$ cat src/rtl/bcd_pkg.sv
// Shared constants, state encoding and elaboration-time helpers for the
// sequential binary-to-BCD converter.
package bcd_pkg;

  localparam int         DIGIT_W     = 4;
  localparam logic [3:0] ADD3_THRESH = 4'd5;
  localparam logic [3:0] BCD_NINE    = 4'h9;

  typedef enum logic {
    IDLE = 1'b0,
    CONV = 1'b1
  } state_e;

  function automatic int unsigned pow10(input int unsigned n);
    int unsigned r;
    r = 1;
    for (int unsigned i = 0; i < n; i++) begin
      r = r * 10;
    end
    return r;
  endfunction

endpackage

$ cat src/rtl/bcd_nibble_adj.sv
// Double-dabble correction for one BCD nibble: add 3 when the digit is 5 or
// more, so that the following left shift carries correctly into the next digit.
module bcd_nibble_adj
  import bcd_pkg::*;
(
  input  logic [DIGIT_W-1:0] nib_in,
  output logic [DIGIT_W-1:0] nib_out
);

  assign nib_out = (nib_in >= ADD3_THRESH) ? nib_in + DIGIT_W'(3) : nib_in;

endmodule

$ cat src/rtl/bin_to_bcd_seq.sv
// Sequential double-dabble converter: BIN_W-bit binary in, DIGITS packed BCD
// digits out, one input bit per clock, saturating to all nines on overflow.
//
// state | meaning
// IDLE  | ready=1, waiting for start; last result held on bcd_out/overflow
// CONV  | shifting one binary bit per clock into the BCD accumulator
module bin_to_bcd_seq
  import bcd_pkg::*;
#(
  parameter int BIN_W  = 10,
  parameter int DIGITS = 3
) (
  input  logic                  clk,
  input  logic                  rst_n,
  input  logic                  start,
  input  logic [BIN_W-1:0]      bin_in,
  output logic                  ready,
  output logic                  valid,
  output logic [4*DIGITS-1:0]   bcd_out,
  output logic                  overflow
);

  localparam int                ACC_W    = DIGIT_W * DIGITS;
  localparam int                CNT_W    = $clog2(BIN_W + 1);
  localparam int unsigned       POW10_D  = pow10(DIGITS);
  localparam logic [CNT_W-1:0]  CNT_LAST = CNT_W'(BIN_W - 1);
  localparam logic [ACC_W-1:0]  SAT_VAL  = {DIGITS{BCD_NINE}};

  state_e             state_q, state_d;
  logic [BIN_W-1:0]   bin_q, bin_d;
  logic [ACC_W-1:0]   acc_q, acc_d;
  logic [CNT_W-1:0]   cnt_q, cnt_d;
  logic               ovf_lat_q, ovf_lat_d;
  logic [ACC_W-1:0]   bcd_q, bcd_d;
  logic               ovf_q, ovf_d;
  logic               valid_q, valid_d;

  logic [ACC_W-1:0]   acc_adj;
  logic [ACC_W-1:0]   acc_shift;
  logic               in_ovf;

  for (genvar g = 0; g < DIGITS; g++) begin : g_adj
    bcd_nibble_adj u_adj (
      .nib_in  (acc_q[g*DIGIT_W +: DIGIT_W]),
      .nib_out (acc_adj[g*DIGIT_W +: DIGIT_W])
    );
  end

  // Bits pushed out of the accumulator top are dropped; overflow saturation
  // hides any result that would have needed them.
  assign acc_shift = (acc_adj << 1) | ACC_W'(bin_q[BIN_W-1]);
  assign in_ovf    = (32'(bin_in) >= POW10_D);

  always_comb begin
    state_d   = state_q;
    bin_d     = bin_q;
    acc_d     = acc_q;
    cnt_d     = cnt_q;
    ovf_lat_d = ovf_lat_q;
    bcd_d     = bcd_q;
    ovf_d     = ovf_q;
    valid_d   = 1'b0;
    case (state_q)
      IDLE: begin
        if (start) begin
          state_d   = CONV;
          bin_d     = bin_in;
          acc_d     = '0;
          cnt_d     = '0;
          ovf_lat_d = in_ovf;
        end
      end
      CONV: begin
        acc_d = acc_shift;
        bin_d = bin_q << 1;
        cnt_d = cnt_q + CNT_W'(1);
        if (cnt_q == CNT_LAST) begin
          state_d = IDLE;
          bcd_d   = ovf_lat_q ? SAT_VAL : acc_shift;
          ovf_d   = ovf_lat_q;
          valid_d = 1'b1;
        end
      end
      default: state_d = IDLE;
    endcase
  end

  always_ff @(posedge clk) begin
    if (!rst_n) begin
      state_q   <= IDLE;
      bin_q     <= '0;
      acc_q     <= '0;
      cnt_q     <= '0;
      ovf_lat_q <= 1'b0;
      bcd_q     <= '0;
      ovf_q     <= 1'b0;
      valid_q   <= 1'b0;
    end else begin
      state_q   <= state_d;
      bin_q     <= bin_d;
      acc_q     <= acc_d;
      cnt_q     <= cnt_d;
      ovf_lat_q <= ovf_lat_d;
      bcd_q     <= bcd_d;
      ovf_q     <= ovf_d;
      valid_q   <= valid_d;
    end
  end

  assign ready    = (state_q == IDLE);
  assign valid    = valid_q;
  assign bcd_out  = bcd_q;
  assign overflow = ovf_q;

endmodule

$ cat config.mk
export PLATFORM = sky130hd
export DESIGN_NAME = bin_to_bcd_seq
export DESIGN_NICKNAME = d
export VERILOG_FILES = /design/src/rtl/bcd_pkg.sv /design/src/rtl/bcd_nibble_adj.sv /design/src/rtl/bin_to_bcd_seq.sv
export SDC_FILE = /design/constraint.sdc
export NUM_CORES = 1
export LEC_CHECK = 0
export CAP_MARGIN = 5
export CORE_MARGIN = 5
export CORE_UTILIZATION = 53
export CTS_CLUSTER_SIZE = 40
export DETAILED_ROUTE_END_ITERATION = 10
export HOLD_SLACK_MARGIN = 0.08
export PLACE_DENSITY = 0.75
export SLEW_MARGIN = 20
export SYNTH_ARGS = -nofsm -noshare
export SYNTH_HDL_FRONTEND = slang
export SYNTH_SLANG_ARGS = --single-unit
$ cat constraint.sdc
create_clock -name clk -period 1.73 [get_ports clk]
set_clock_uncertainty 0.05 [all_clocks]
set_input_delay 0.4325 -clock clk [delete_from_list [all_inputs] [get_ports clk]]
set_output_delay 0.4325 -clock clk [all_outputs]
set_load 0.1 [all_outputs]
# [After elaboration in Yosys (flattened, before gate mapping)]
# Index checks and enable logic that the tools add are counted.
[op_classes] div=0 n_shift=0 order_cmp=4 n_reduce_logical=3 eq_ne=2 bitwise=2 addsub=4 n_mux=14 n_mul=0
[op_table] op="$mux W12" n=2
[op_table] op="$pmux W12 S2" n=1
[op_table] op="$pmux W10 S2" n=1
[op_table] op="$ge A4 B3 Y1 const B" n=3
[op_table] op="$mux W4" n=3
[op_table] op="$or A12 B1 Y12" n=1
[op_table] op="$ge A10 B10 Y1 const B" n=1
[op_table] op="$mux W10" n=1
[op_table] op="$add A4 B2 Y4 const B" n=2
[op_table] op="$pmux W4 S2" n=1
[op_table] op="$reduce_and A2 Y1" n=3
[op_table] op="$add A4 B1 Y4 const B" n=1
[op_table] op="$eq A4 B4 Y1 const B" n=1
[op_table] op="$add A3 B2 Y3 const B" n=1
[op_table] op="$mux W1" n=3
[op_table] op="$mux W3" n=1
[op_table] op="$ne A2 B2 Y1 const B" n=1
[op_table] op="$pmux W1 S2" n=1
[op_table] op="$not A1 Y1" n=1
[totals] input_bits=13 output_inout_bits=15 word_cells=37 romBits=0 latchBits=0 ram_bits=0 reg_bits=42 memories=0

# [Longest topological paths before layout]
# Gate-level depths: netlist of the first run.
[depth] ltp_word=4 depth_mapped=7 depth_no_buf=6

# [By module]
# Synthesis of the first run repeated with hierarchy kept, for this count alone.
[unflattened] hier_cells=229 area_unflattened_um2=2004.4
[modules_own_cells] mod="bin_to_bcd_seq" cells_per_inst=181 seq_area_each_um2=840.8 area_per_inst_um2=1700.4 instances=1
[modules_own_cells] mod="bcd_nibble_adj" cells_per_inst=16 seq_area_each_um2=0.0 area_per_inst_um2=101.3 instances=3

# [Least setup slack after synthesis of the first run]
# Ideal clock, no wire load.
[synth_timing] path_type="register to output" start="register state_q" end="output ready" stages_incl_launch_ff=4 required_ns=1.247 n_path_buf=2 arrival_ns=1.115 path_slack_ns=0.133 cell_sequence="dfxtp_1 > buf_2 > inv_1 > buf_2"
[synth_via] elab_chain_cells=1
[synth_lines] element="from (decl)" line_no="bin_to_bcd_seq.sv:29" source="state_e state_q, state_d;"
[synth_lines] element="from (signal assigned)" line_no="bin_to_bcd_seq.sv:99" source="state_q <= state_d;"
[synth_lines] element="$not A1 Y1"
[synth_lines] element="to (decl)" line_no="bin_to_bcd_seq.sv:17" source="output logic ready,"
# Every way passes these cells.

# [Worst setup path after layout of the first run]
[layout_timing] start="register acc_q[1]" end="register acc_q[2]"
[layout_via] elab_chain_cells=4 word_cells_on_any_way=5 classes_between="add/sub (1); order compare (1); mux (2); bitwise (1)"
[layout_lines] element="from (decl)" line_no="bin_to_bcd_seq.sv:31" source="logic [ACC_W-1:0] acc_q, acc_d;"
[layout_lines] element="from (signal assigned)" line_no="bin_to_bcd_seq.sv:92" source="acc_q <= '0;"
[layout_lines] element="from (signal assigned)" line_no="bin_to_bcd_seq.sv:101" source="acc_q <= acc_d;"
[layout_lines] element="$add A4 B2 Y4 or $ge A4 B3 Y1 (tied branches)" line_no="bcd_nibble_adj.sv:10" source="assign nib_out = (nib_in >= ADD3_THRESH) ? nib_in + DIGIT_W'(3) : nib_in;"
[layout_lines] element="$mux W4 (*)" line_no="bcd_nibble_adj.sv:10"
[layout_lines] element="$or A12 B1 Y12 (*)" line_no="bin_to_bcd_seq.sv:51" source="assign acc_shift = (acc_adj << 1) | ACC_W'(bin_q[BIN_W-1]);"
[layout_lines] element="$pmux W12 S2 (*)" line_no="bin_to_bcd_seq.sv:63" source="case (state_q)"
# Every way passes the cells marked *; elsewhere a longest branch is shown, timed or not.
# A chain may end at the register's enable or synchronous reset.

==> qor.yml, run 1 <==
run_status:
  status: "completed"
worst_setup_path:
  crit_type: "register to register"
  critical_path_peak_fanout: 4
  critPathArrivalTime_ns: 1.79
  rr_startpoint: "acc_q[1]$_SDFFE_PN0P_"
  timing.reg2reg.worst_path_depth: 6
  critical_path.endpoint_type: "register"
  startpoint_type: "register"
  crit_required_ns: 1.87
  worst_path_max_delay_cell: "sky130_fd_sc_hd__mux2_2"
  slowest_stage_delay_cp_ns: 0.39
  critical_path.cell_chain: "inv_1 > ha_1 > nand2b_1 > a21oi_1 > mux2_2 > o32ai_1"
  reg2reg_setup_slack_ns: 0.08
  r2r_end: "acc_q[2]$_SDFFE_PN0P_"
grt:
  grt.overflow.total: 0
  grt_pass1_vias: 1694
  grt_max_degree: 20
  grt_usage: 0.190
  wire_length_of_the_first_global_routing_pass_mm: 7.56
  grt_antenna_before_repair: 0
logic_synthesis:
  synth-edff-count: 0
  yosys.area.top_type: "sky130_fd_sc_hd__dfxtp_1"
  yosys-top-cells-area: "sky130_fd_sc_hd__dfxtp_1, sky130_fd_sc_hd__ha_1, sky130_fd_sc_hd__mux2i_1, sky130_fd_sc_hd__o211a_1, sky130_fd_sc_hd__a21oi_1"
  synth_fp_nets: 226
  number_of_synthesized_register_bits: 42
  synth_top_cells_by_count: "sky130_fd_sc_hd__dfxtp_1, sky130_fd_sc_hd__a21oi_1, sky130_fd_sc_hd__nand2_1"
  post-synth-top-area-fraction: 0.434
  syn_area_sq_um: 1940
  synthFlopType: "sky130_fd_sc_hd__dfxtp_1"
  async_flop_share: 0
  synth_seq_area_share: 0.434
  ys.warnings.count: 0
  synth_area_per_cell_sq_um: 9.46
  synth_cell_types: 34
  synth_most_common_cell: "sky130_fd_sc_hd__dfxtp_1"
  synthesis.instances: 205
sta:
  worst_slew_margin_relative_to_its_limit: 0.777
  finalHoldWorstSlack_ns: 0.451
  fin_crit_ns: 1.65
  report.final.hold_viol_count: 0
  setup_viol_count_final: 0
  slew_violations: 0
  fin_crit_sh: 0.952
  achievable-frequency_ghz: 0.607
  tns_ns: 0
  setup_repair_after_global_routing_missed_its_margin: "false"
  tightestPinTransition_ns: 0.334
power_and_ir_drop:
  power.share.clock: 0.338
  vdd_ir_drop_max_v: 0.000489
  sw_frac_of_total: 0.235
  internal_power_w: 0.00140
  share_seq_of_total_power: 0.551
  gate_power_share: 0.111
  power.density_cell_area_nw_per_um2: 707
  power.static_leakage_nw: 1.04
  power.switching_w: 0.000429
  totalPowerFinal_w: 0.00183
floorplanning:
  die_h_um: 70.5
  io_pins: 28
  die_area_sq_um: 4970
  core_area_sq_um: 3610
  floorplan.initialDensity: 0.538
  std_cell_rows: 22
  die_w_um: 70.5
route:
  initialDrtViolationCount: 66
  post-route-drc-count: 0
  avgRoutedWirePerCell_um: 14.9
  antenna_left: 0
  totalWireLength_mm: 4.33
  vias_per_cell: 5.57
  drtPass1Iterations: 4
  detailroute.via_count: 1620
worst_hold_path:
  worstHoldPathType: "register to register"
  hp-start: "bcd_out[9]$_SDFFE_PN0P_"
  holdPathStages: 2
  hold_end: "bcd_out[9]$_SDFFE_PN0P_"
placed_design:
  dp_hpwl_mm: 3.37
  finalWeightedCongestion: 0.828
  placement.cell_area_sq_um: 2500
  portBuffers: 27
cts:
  clock-root-buffer: "sky130_fd_sc_hd__clkbuf_8"
  post-cts-setup-buffers: 0
  cts.htree.levels: 2
  tritoncts_buffer_count: 5
  ctsHoldBuffers: 0
  cts_buffer_depth: 2
  cts.sinks: 42
  clk_transition_reported_paths_ns: 0.07
  tritoncts: "yes"
  worst_skew_pair.late_latency_ns: 0.29
flow_run:
  cap_viol_max_count: 0
finish:
  areaGrowthSynthToFinish_pct: 33.4
  finalInstanceArea_sq_um: 2590
  nFillCells: 281
  finalCoreUtilization: 0.717
  antenna-diode-count: 0
  final_net_count: 265
  drive_above_1_share: 0.198
what timing repair did:
item | CTS | global route
resized for setup | 0 | 1
endpoints found under the setup margin | 0 | 2
endpoints found under the hold margin | 0 | 0
logic make-up (layout without fill, tap and decap cells):
kind of cell,Yosys count,count (layout),share of synthesized area
flops,42,42,0.434
buf+inv,24,62,0.0542
mux,14,14,0.0748
simple gates,59,59,0.183
xor+xnor,3,3,0.0136
compound gates,55,55,0.190
fa+ha+maj,8,8,0.0516
cells in the final DEF, fill, tap and decap left out, types with 3 or more instances in the layout:
master,n
sky130_fd_sc_hd__and2_1,3
sky130_fd_sc_hd__o21ai_0,11
sky130_fd_sc_hd__o211a_1,9
sky130_fd_sc_hd__clkdlybuf4s50_1,12
sky130_fd_sc_hd__o21ai_1,6
sky130_fd_sc_hd__nor3_1,3
sky130_fd_sc_hd__clkbuf_8,6
sky130_fd_sc_hd__inv_1,12
sky130_fd_sc_hd__nor2_1,6
sky130_fd_sc_hd__dfxtp_1,42
sky130_fd_sc_hd__nand3_1,7
sky130_fd_sc_hd__o21a_1,4
sky130_fd_sc_hd__mux2_2,4
sky130_fd_sc_hd__nand2_1,13
sky130_fd_sc_hd__nand2b_1,5
sky130_fd_sc_hd__xnor2_1,3
sky130_fd_sc_hd__o32ai_1,8
sky130_fd_sc_hd__mux2i_1,10
sky130_fd_sc_hd__buf_4,16
sky130_fd_sc_hd__ha_1,8
sky130_fd_sc_hd__nor2b_1,4
sky130_fd_sc_hd__buf_12,16
sky130_fd_sc_hd__nor3b_1,10
sky130_fd_sc_hd__a21oi_1,14
critical path, delay by kind of cell, from the launching register on:
kind / cells / cell delay, ns
multiplexers: 1 / 0.39
AND/OR/NAND/NOR: 1 / 0.14
buffers and inverters: 1 / 0.08
AO/OA/AOI/OAI: 2 / 0.38
adder cells (fa/ha/maj): 1 / 0.17
flip-flops: 1 / 0.33
stage by stage:
stage | std cells | setup WS (ns)
floorplan | 205 | 0.133
global placement | 285 | 0.0267
detailed placement | 285 | -0.0342
CTS | 291 | 0.0789
global route | 291 | 0.00755
finish | 291 | 0.0835
final cells by class:
type	count	area, sq um	area share
flip-flops and latches	42	841	0.325
repair buffers	44	561	0.217
clock buffers	6	82.6	0.0319
inverters	12	45.0	0.0174
well taps	48	60.1	0.0232
multi-input cells	139	997	0.386
routing by layer:
metal	share of wire	routed length, um	vias to the layer above	global-route usage
li1	-	-	802	-
met4	0.018	76	0	0.0851
met2	0.52	2260	45	0.344
met1	0.41	1760	762	0.206
met3	0.053	231	11	0.0460
met5	0	0	-	0
state kept, by name, summed over array words and instances (netlist names):
register,flops
bcd_out,12
valid,1
state_q,1
overflow,1
bin_q,10
ovf_lat_q,1
acc_q,12
cnt_q,4
power groups by stage:
stage	sequential, W	clock, W	combinational [W]
floorplan	0.00103	0	0.000118
global placement	0.00103	0	0.000193
detailed placement	0.00103	0	0.000202
CTS	0.00101	0.000628	0.000203
global route	0.00101	0.000668	0.000220
finish	0.00101	0.000618	0.000203
worst max path at each step:
stage / from / endpoint / slack [ns]
after detailed placement: start / cnt_q[2]$_SDFFE_PN0P_ / -0.03
final: acc_q[1]$_SDFFE_PN0P_ / acc_q[2]$_SDFFE_PN0P_ / 0.08
after global placement: start / cnt_q[2]$_SDFFE_PN0P_ / 0.03
after floorplan: state_q$_SDFF_PN0_ / ready / 0.13
after global routing: acc_q[0]$_SDFFE_PN0P_ / acc_q[2]$_SDFFE_PN0P_ / 0.008
after CTS: acc_q[4]$_SDFFE_PN0P_ / bcd_out[6]$_SDFFE_PN0P_ / 0.08
No activity file was read; power rests on OpenSTA's default activity.
==> inputs of run 2 (changes only) <==
CORE_MARGIN = default   (was 5)
==> run 2 against run 1 <==
Compared with the run above:
- first-iteration DRC count is 14% lower
- sequential share of layout area is 0.76 points higher
- setup slack worse by 0.024 ns
- cell area is 2.3% lower
- via count is 1.1% lower
- non-clock buffer count is 4 lower
- sequential power hardly changed
- die area is 21% lower
- power is 6.9% lower
- sequential cell count stayed put
- register-to-register slack worse by 0.02 ns
- critical path type unchanged
- largest power group unchanged
==> qor.yml, run 2 (synthesized netlist as in run 1, its figures left out) <==
route:
  drtPass1Iterations: 4  # unchanged
  totalWireLength_mm: 4.23  # -2.3%
  detailroute.via_count: 1602  # -1.1%
  avgRoutedWirePerCell_um: 14.7  # -0.90%
  initialDrtViolationCount: 57  # -14%
  post-route-drc-count: 0  # unchanged
  vias_per_cell: 5.58  # +0.27%
  antenna_left: 0  # unchanged
grt:
  grt.overflow.total: 0  # unchanged
  grt_pass1_vias: 1622  # -4.3%
  grt_max_degree: 15  # -25%
  wire_length_of_the_first_global_routing_pass_mm: 7.02  # -7.0%
  grt_antenna_before_repair: 0  # unchanged
  grt_usage: 0.230  # +0.0406
floorplanning:
  io_pins: 28  # unchanged
  die_w_um: 62.5  # -11%
  floorplan.initialDensity: 0.568  # +0.0299
  die_area_sq_um: 3910  # -21%
  core_area_sq_um: 3420  # -5.3%
  std_cell_rows: 21  # -4.5%
  die_h_um: 62.5  # -11%
cts:
  tritoncts: "yes"
  cts.htree.levels: 2  # unchanged
  tritoncts_buffer_count: 5  # unchanged
  clock-root-buffer: "sky130_fd_sc_hd__clkbuf_4"
  cts_buffer_depth: 2  # unchanged
  worst_skew_pair.late_latency_ns: 0.33  # +0.04 ns
  clk_transition_reported_paths_ns: 0.12  # +0.05 ns
  cts.sinks: 42  # unchanged
  ctsHoldBuffers: 0  # unchanged
power_and_ir_drop:
  vdd_ir_drop_max_v: 0.000489  # about the same
  power.static_leakage_nw: 1.01  # -2.9%
  power.density_cell_area_nw_per_um2: 674  # -4.7%
worst_setup_path:
  startpoint_type: "register"
  crit_type: "register to register"
  crit_required_ns: 1.94  # +0.07 ns
  critPathArrivalTime_ns: 1.88  # +0.09 ns
  critical_path_peak_fanout: 4  # unchanged
  critical_path.endpoint_type: "register"
finish:
  leading_cell_type_in_the_layout_fill_and_taps_excluded: "sky130_fd_sc_hd__dfxtp_1"
  areaGrowthSynthToFinish_pct: 30.3
  nFillCells: 259  # -7.8%
  antenna-diode-count: 0  # unchanged
  drive_above_1_share: 0.199  # +0.00164
  final_net_count: 261  # -1.5%
  most-common-layout-cells: "sky130_fd_sc_hd__dfxtp_1, sky130_fd_sc_hd__buf_12, sky130_fd_sc_hd__nand2_1, sky130_fd_sc_hd__a21oi_1, sky130_fd_sc_hd__buf_4"
  instances_no_fill: 287  # -1.4%
sta:
  finalHoldWorstSlack_ns: 0.460  # +0.00819 ns
  setup_viol_count_final: 0  # unchanged
  report.final.hold_viol_count: 0  # unchanged
  tns_ns: 0  # unchanged
  fin_crit_ns: 1.67  # +0.0238 ns
  achievable-frequency_ghz: 0.599  # -1.4%
  tightestPinTransition_ns: 0.444  # +0.110 ns
  worst_slew_margin_relative_to_its_limit: 0.703  # -0.0741
  fin_crit_sh: 0.965  # +0.0137
  slew_violations: 0  # unchanged
  setup_repair_after_global_routing_missed_its_margin: "false"
worst_hold_path:
  worstHoldPathType: "register to register"
placed_design:
  dpl.cell_count: 279  # -2.1%
  dp_hpwl_mm: 3.18  # -5.7%
  portBuffers: 27  # unchanged
  finalWeightedCongestion: 0.900  # +8.6%
flow_run:
  cap_viol_max_count: 0  # unchanged
run_status:
  status: "completed"
-- run 2: cell types whose count changed in the layout (fill, tap and decap cells not counted), sizes merged --
cell and delta:
buf -4, clkbuf +1, clkinv +1
-- run 2: final cells by class --
type                            count  area (sq um)  area share
Clock buffer                        7          55.1      0.0218
Timing Repair Buffer               40           518       0.205
Inverter                           12          45.0      0.0178
Tap cell                           46          57.6      0.0228
Sequential cell                    42           841       0.333
Multi-Input combinational cell    139          1010       0.398
Clock inverter                      1          5.00     0.00198
-- run 2: worst paths after layout --
path,start,slack [ns],cells past startpoint,to
max reg2reg,acc_q[1]$_SDFFE_PN0P_,0.06,6,acc_q[2]$_SDFFE_PN0P_
min reg2reg,bcd_out[5]$_SDFFE_PN0P_,0.46,2,bcd_out[5]$_SDFFE_PN0P_
max,acc_q[1]$_SDFFE_PN0P_,0.06,6,acc_q[2]$_SDFFE_PN0P_
min,bcd_out[5]$_SDFFE_PN0P_,0.46,2,bcd_out[5]$_SDFFE_PN0P_
-- run 2: routing by layer --
metal  vias up  global-route usage  wire, um
met5         -                   0         0
met4         0               0.131        67
met3         8              0.0365        95
met2        27               0.427      2290
met1       767               0.245      1770
li1        800                   -         -
-- run 2: timing repair --
action / CTS / global route
buffers inserted: 0 / 0
endpoints found under the setup margin: 0 / 11
resized for setup: 0 / 4
-- run 2: report_power, final --
part / switching (W) / internal [W]
sequential: 0.0000169 / 0.000992
clock: 0.000301 / 0.000197
combinational: 0.0000990 / 0.0000970
total: 0.000417 / 0.00129
-- run 2: worst max-delay path, stage by stage, from the launching register on --
cell and delay, ns:
sky130_fd_sc_hd__dfxtp_1 0.36, sky130_fd_sc_hd__inv_1 0.09, sky130_fd_sc_hd__ha_1 0.19, sky130_fd_sc_hd__nand2b_1 0.18, sky130_fd_sc_hd__a21oi_2 0.22, sky130_fd_sc_hd__mux2_2 0.38
sky130_fd_sc_hd__o32ai_1 0.12
-- run 2: per-stage QoR --
step | power, W | worst slack (ns) | area [sq um] | utilization
6_report | 0.00170 | 0.0597 | 2530 | 0.740
3_3_place_gp | 0.00122 | 0.0232 | 2450 | 0.719
3_5_place_dp | 0.00122 | -0.0246 | 2450 | 0.719
4_1_cts | 0.00171 | 0.0192 | 2510 | 0.736
2_1_floorplan | 0.00114 | 0.133 | 1940 | -
5_1_grt | 0.00178 | 0.00282 | 2530 | 0.740
==> inputs of run 3 (changes only) <==
CORE_ASPECT_RATIO = 1.75   (was default)
==> run 3 against run 2 <==
Compared with the run above:
- global-route usage up 0.50 points
- via count up 0.94%
- final cell count decreased by 1.0%
==> qor.yml, run 3 (synthesized netlist as in run 1, its figures left out) <==
worst_setup_path:
  startpoint_type: "register"
  crit_required_ns: 1.25  # -0.69 ns
  critical_path.endpoint_type: "output pin"
  critical_path_peak_fanout: 9  # +5
  crit_type: "register to output pin"
  critPathArrivalTime_ns: 1.18  # -0.70 ns
route:
  drtPass1Iterations: 4  # unchanged
  post-route-drc-count: 0  # unchanged
  initialDrtViolationCount: 39  # -32%
  avgRoutedWirePerCell_um: 14.3  # -2.6%
  detailroute.via_count: 1617  # +0.94%
  vias_per_cell: 5.69  # +2.0%
  antenna_left: 0  # unchanged
  totalWireLength_mm: 4.07  # -3.7%
grt:
  grt.overflow.total: 0  # unchanged
  grt_usage: 0.235  # +0.00498
  wire_length_of_the_first_global_routing_pass_mm: 6.52  # -7.2%
  grt_max_degree: 20  # +5
  grt_pass1_vias: 1523  # -6.1%
  grt_antenna_before_repair: 0  # unchanged
sta:
  report.final.hold_viol_count: 0  # unchanged
  fin_crit_ns: 1.67  # -0.00406 ns
  fin_crit_sh: 0.963  # -0.00235
  setup_viol_count_final: 0  # unchanged
  achievable-frequency_ghz: 0.600  # +0.24%
  finalHoldWorstSlack_ns: 0.449  # -0.0104 ns
  tns_ns: 0  # unchanged
  slew_violations: 0  # unchanged
  worst_slew_margin_relative_to_its_limit: 0.763  # +0.0596
  setup_repair_after_global_routing_missed_its_margin: "false"
  tightestPinTransition_ns: 0.356  # -0.0884 ns
floorplanning:
  die_area_sq_um: 3910  # +0.24%
  floorplan.initialDensity: 0.565  # -0.00290
  io_pins: 28  # unchanged
  die_h_um: 82.0  # +31%
  core_area_sq_um: 3430  # +0.51%
  die_w_um: 47.7  # -24%
  std_cell_rows: 28  # +33%
cts:
  cts.htree.levels: 2  # unchanged
  clock-root-buffer: "sky130_fd_sc_hd__clkbuf_8"
  post-cts-setup-buffers: 0  # unchanged
  cts.sinks: 42  # unchanged
  clk_transition_reported_paths_ns: 0.08  # -0.04 ns
  cts_buffer_depth: 2  # unchanged
  tritoncts: "yes"
  ctsHoldBuffers: 0  # unchanged
  worst_skew_pair.late_latency_ns: 0.29  # -0.04 ns
  tritoncts_buffer_count: 5  # unchanged
power_and_ir_drop:
  gate_power_share: 0.087  # -0.028
  sw_frac_of_total: 0.210  # -0.0353
  power.density_cell_area_nw_per_um2: 826  # +23%
  totalPowerFinal_w: 0.00215  # +26%
  power.static_leakage_nw: 1.05  # +3.2%
  internal_power_w: 0.00170  # +32%
  power.switching_w: 0.000451  # +8.1%
  share_seq_of_total_power: 0.470  # -0.122
  vdd_ir_drop_max_v: 0.000804  # +65%
  power.share.clock: 0.443  # +0.150
flow_run:
  cap_viol_max_count: 0  # unchanged
worst_hold_path:
  worstHoldPathType: "register to register"
placed_design:
  dp_hpwl_mm: 3.09  # -2.9%
  finalWeightedCongestion: 0.870  # -3.3%
  portBuffers: 27  # unchanged
  dpl.cell_count: 276  # -1.1%
  placement.cell_area_sq_um: 2450  # -0.15%
finish:
  drive_above_1_share: 0.192  # -0.00670
  instances_no_fill: 284  # -1.0%
  leading_cell_type_in_the_layout_fill_and_taps_excluded: "sky130_fd_sc_hd__dfxtp_1"
  antenna-diode-count: 0  # unchanged
  final_net_count: 259  # -0.77%
  most-common-layout-cells: "sky130_fd_sc_hd__dfxtp_1, sky130_fd_sc_hd__buf_12, sky130_fd_sc_hd__a21oi_1"
  finalInstanceArea_sq_um: 2600  # +3.0%
  areaGrowthSynthToFinish_pct: 34.3
run_status:
  status: "completed"
## run 3: changes by cell type in the layout (fill, tap and decap cells not counted), sizes merged
cell    delta
buf        -2
bufinv     +2
clkbuf     -1
clkinv     -1
## run 3: layout make-up
type | instances | area [sq um]
Multi-Input combinational cell | 139 | 1000
Tap cell | 45 | 56.3
Fill cell | 253 | 830
Sequential cell | 42 | 842
Clock inverter | 2 | 60.1
Clock buffer | 6 | 82.6
Timing Repair Buffer | 38 | 515
Inverter | 12 | 45.0
## run 3: final timing paths
path,slack (ns),endpoint,cells past startpoint,start
max,0.06,ready,2,state_q$_SDFF_PN0_
min,0.45,bcd_out[9]$_SDFFE_PN0P_,2,bcd_out[9]$_SDFFE_PN0P_
max reg2reg,0.11,acc_q[6]$_SDFFE_PN0P_,6,acc_q[5]$_SDFFE_PN0P_
min reg2reg,0.45,bcd_out[9]$_SDFFE_PN0P_,2,bcd_out[9]$_SDFFE_PN0P_
## run 3: critical path, stage by stage (launching register included)
cell,delay (ns)
sky130_fd_sc_hd__dfxtp_2,0.38
sky130_fd_sc_hd__inv_1,0.29
sky130_fd_sc_hd__buf_12,0.22
## run 3: metal layers
metal | wire length (um) | vias to the layer above | global-route usage
met5 | 0 | - | 0
met4 | 202 | 0 | 0.139
met3 | 157 | 22 | 0.0593
met2 | 2210 | 57 | 0.403
met1 | 1510 | 745 | 0.243
li1 | - | 793 | -
## run 3: stage by stage
stage               utilization  worst slack, ns
finish                    0.758           0.0638
global placement          0.714         0.000518
CTS                       0.756           0.0415
detailed placement        0.714          -0.0405
floorplan                     -            0.133
global route              0.758           0.0107
## run 3: power by group through the flow
stage                     clock [W]  sequential, W  combinational, W
after CTS                  0.000968        0.00101          0.000187
after global routing        0.00101        0.00102          0.000205
after detailed placement          0        0.00103          0.000186
after global placement            0        0.00103          0.000181
final                      0.000953        0.00101          0.000187
after floorplan                   0        0.00103          0.000118
## run 3: what timing repair did
item | 4_1_cts | 5_1_grt
resized for setup | 1 | 2
gates cloned | 0 | 0
setup endpoints to repair | 1 | 5
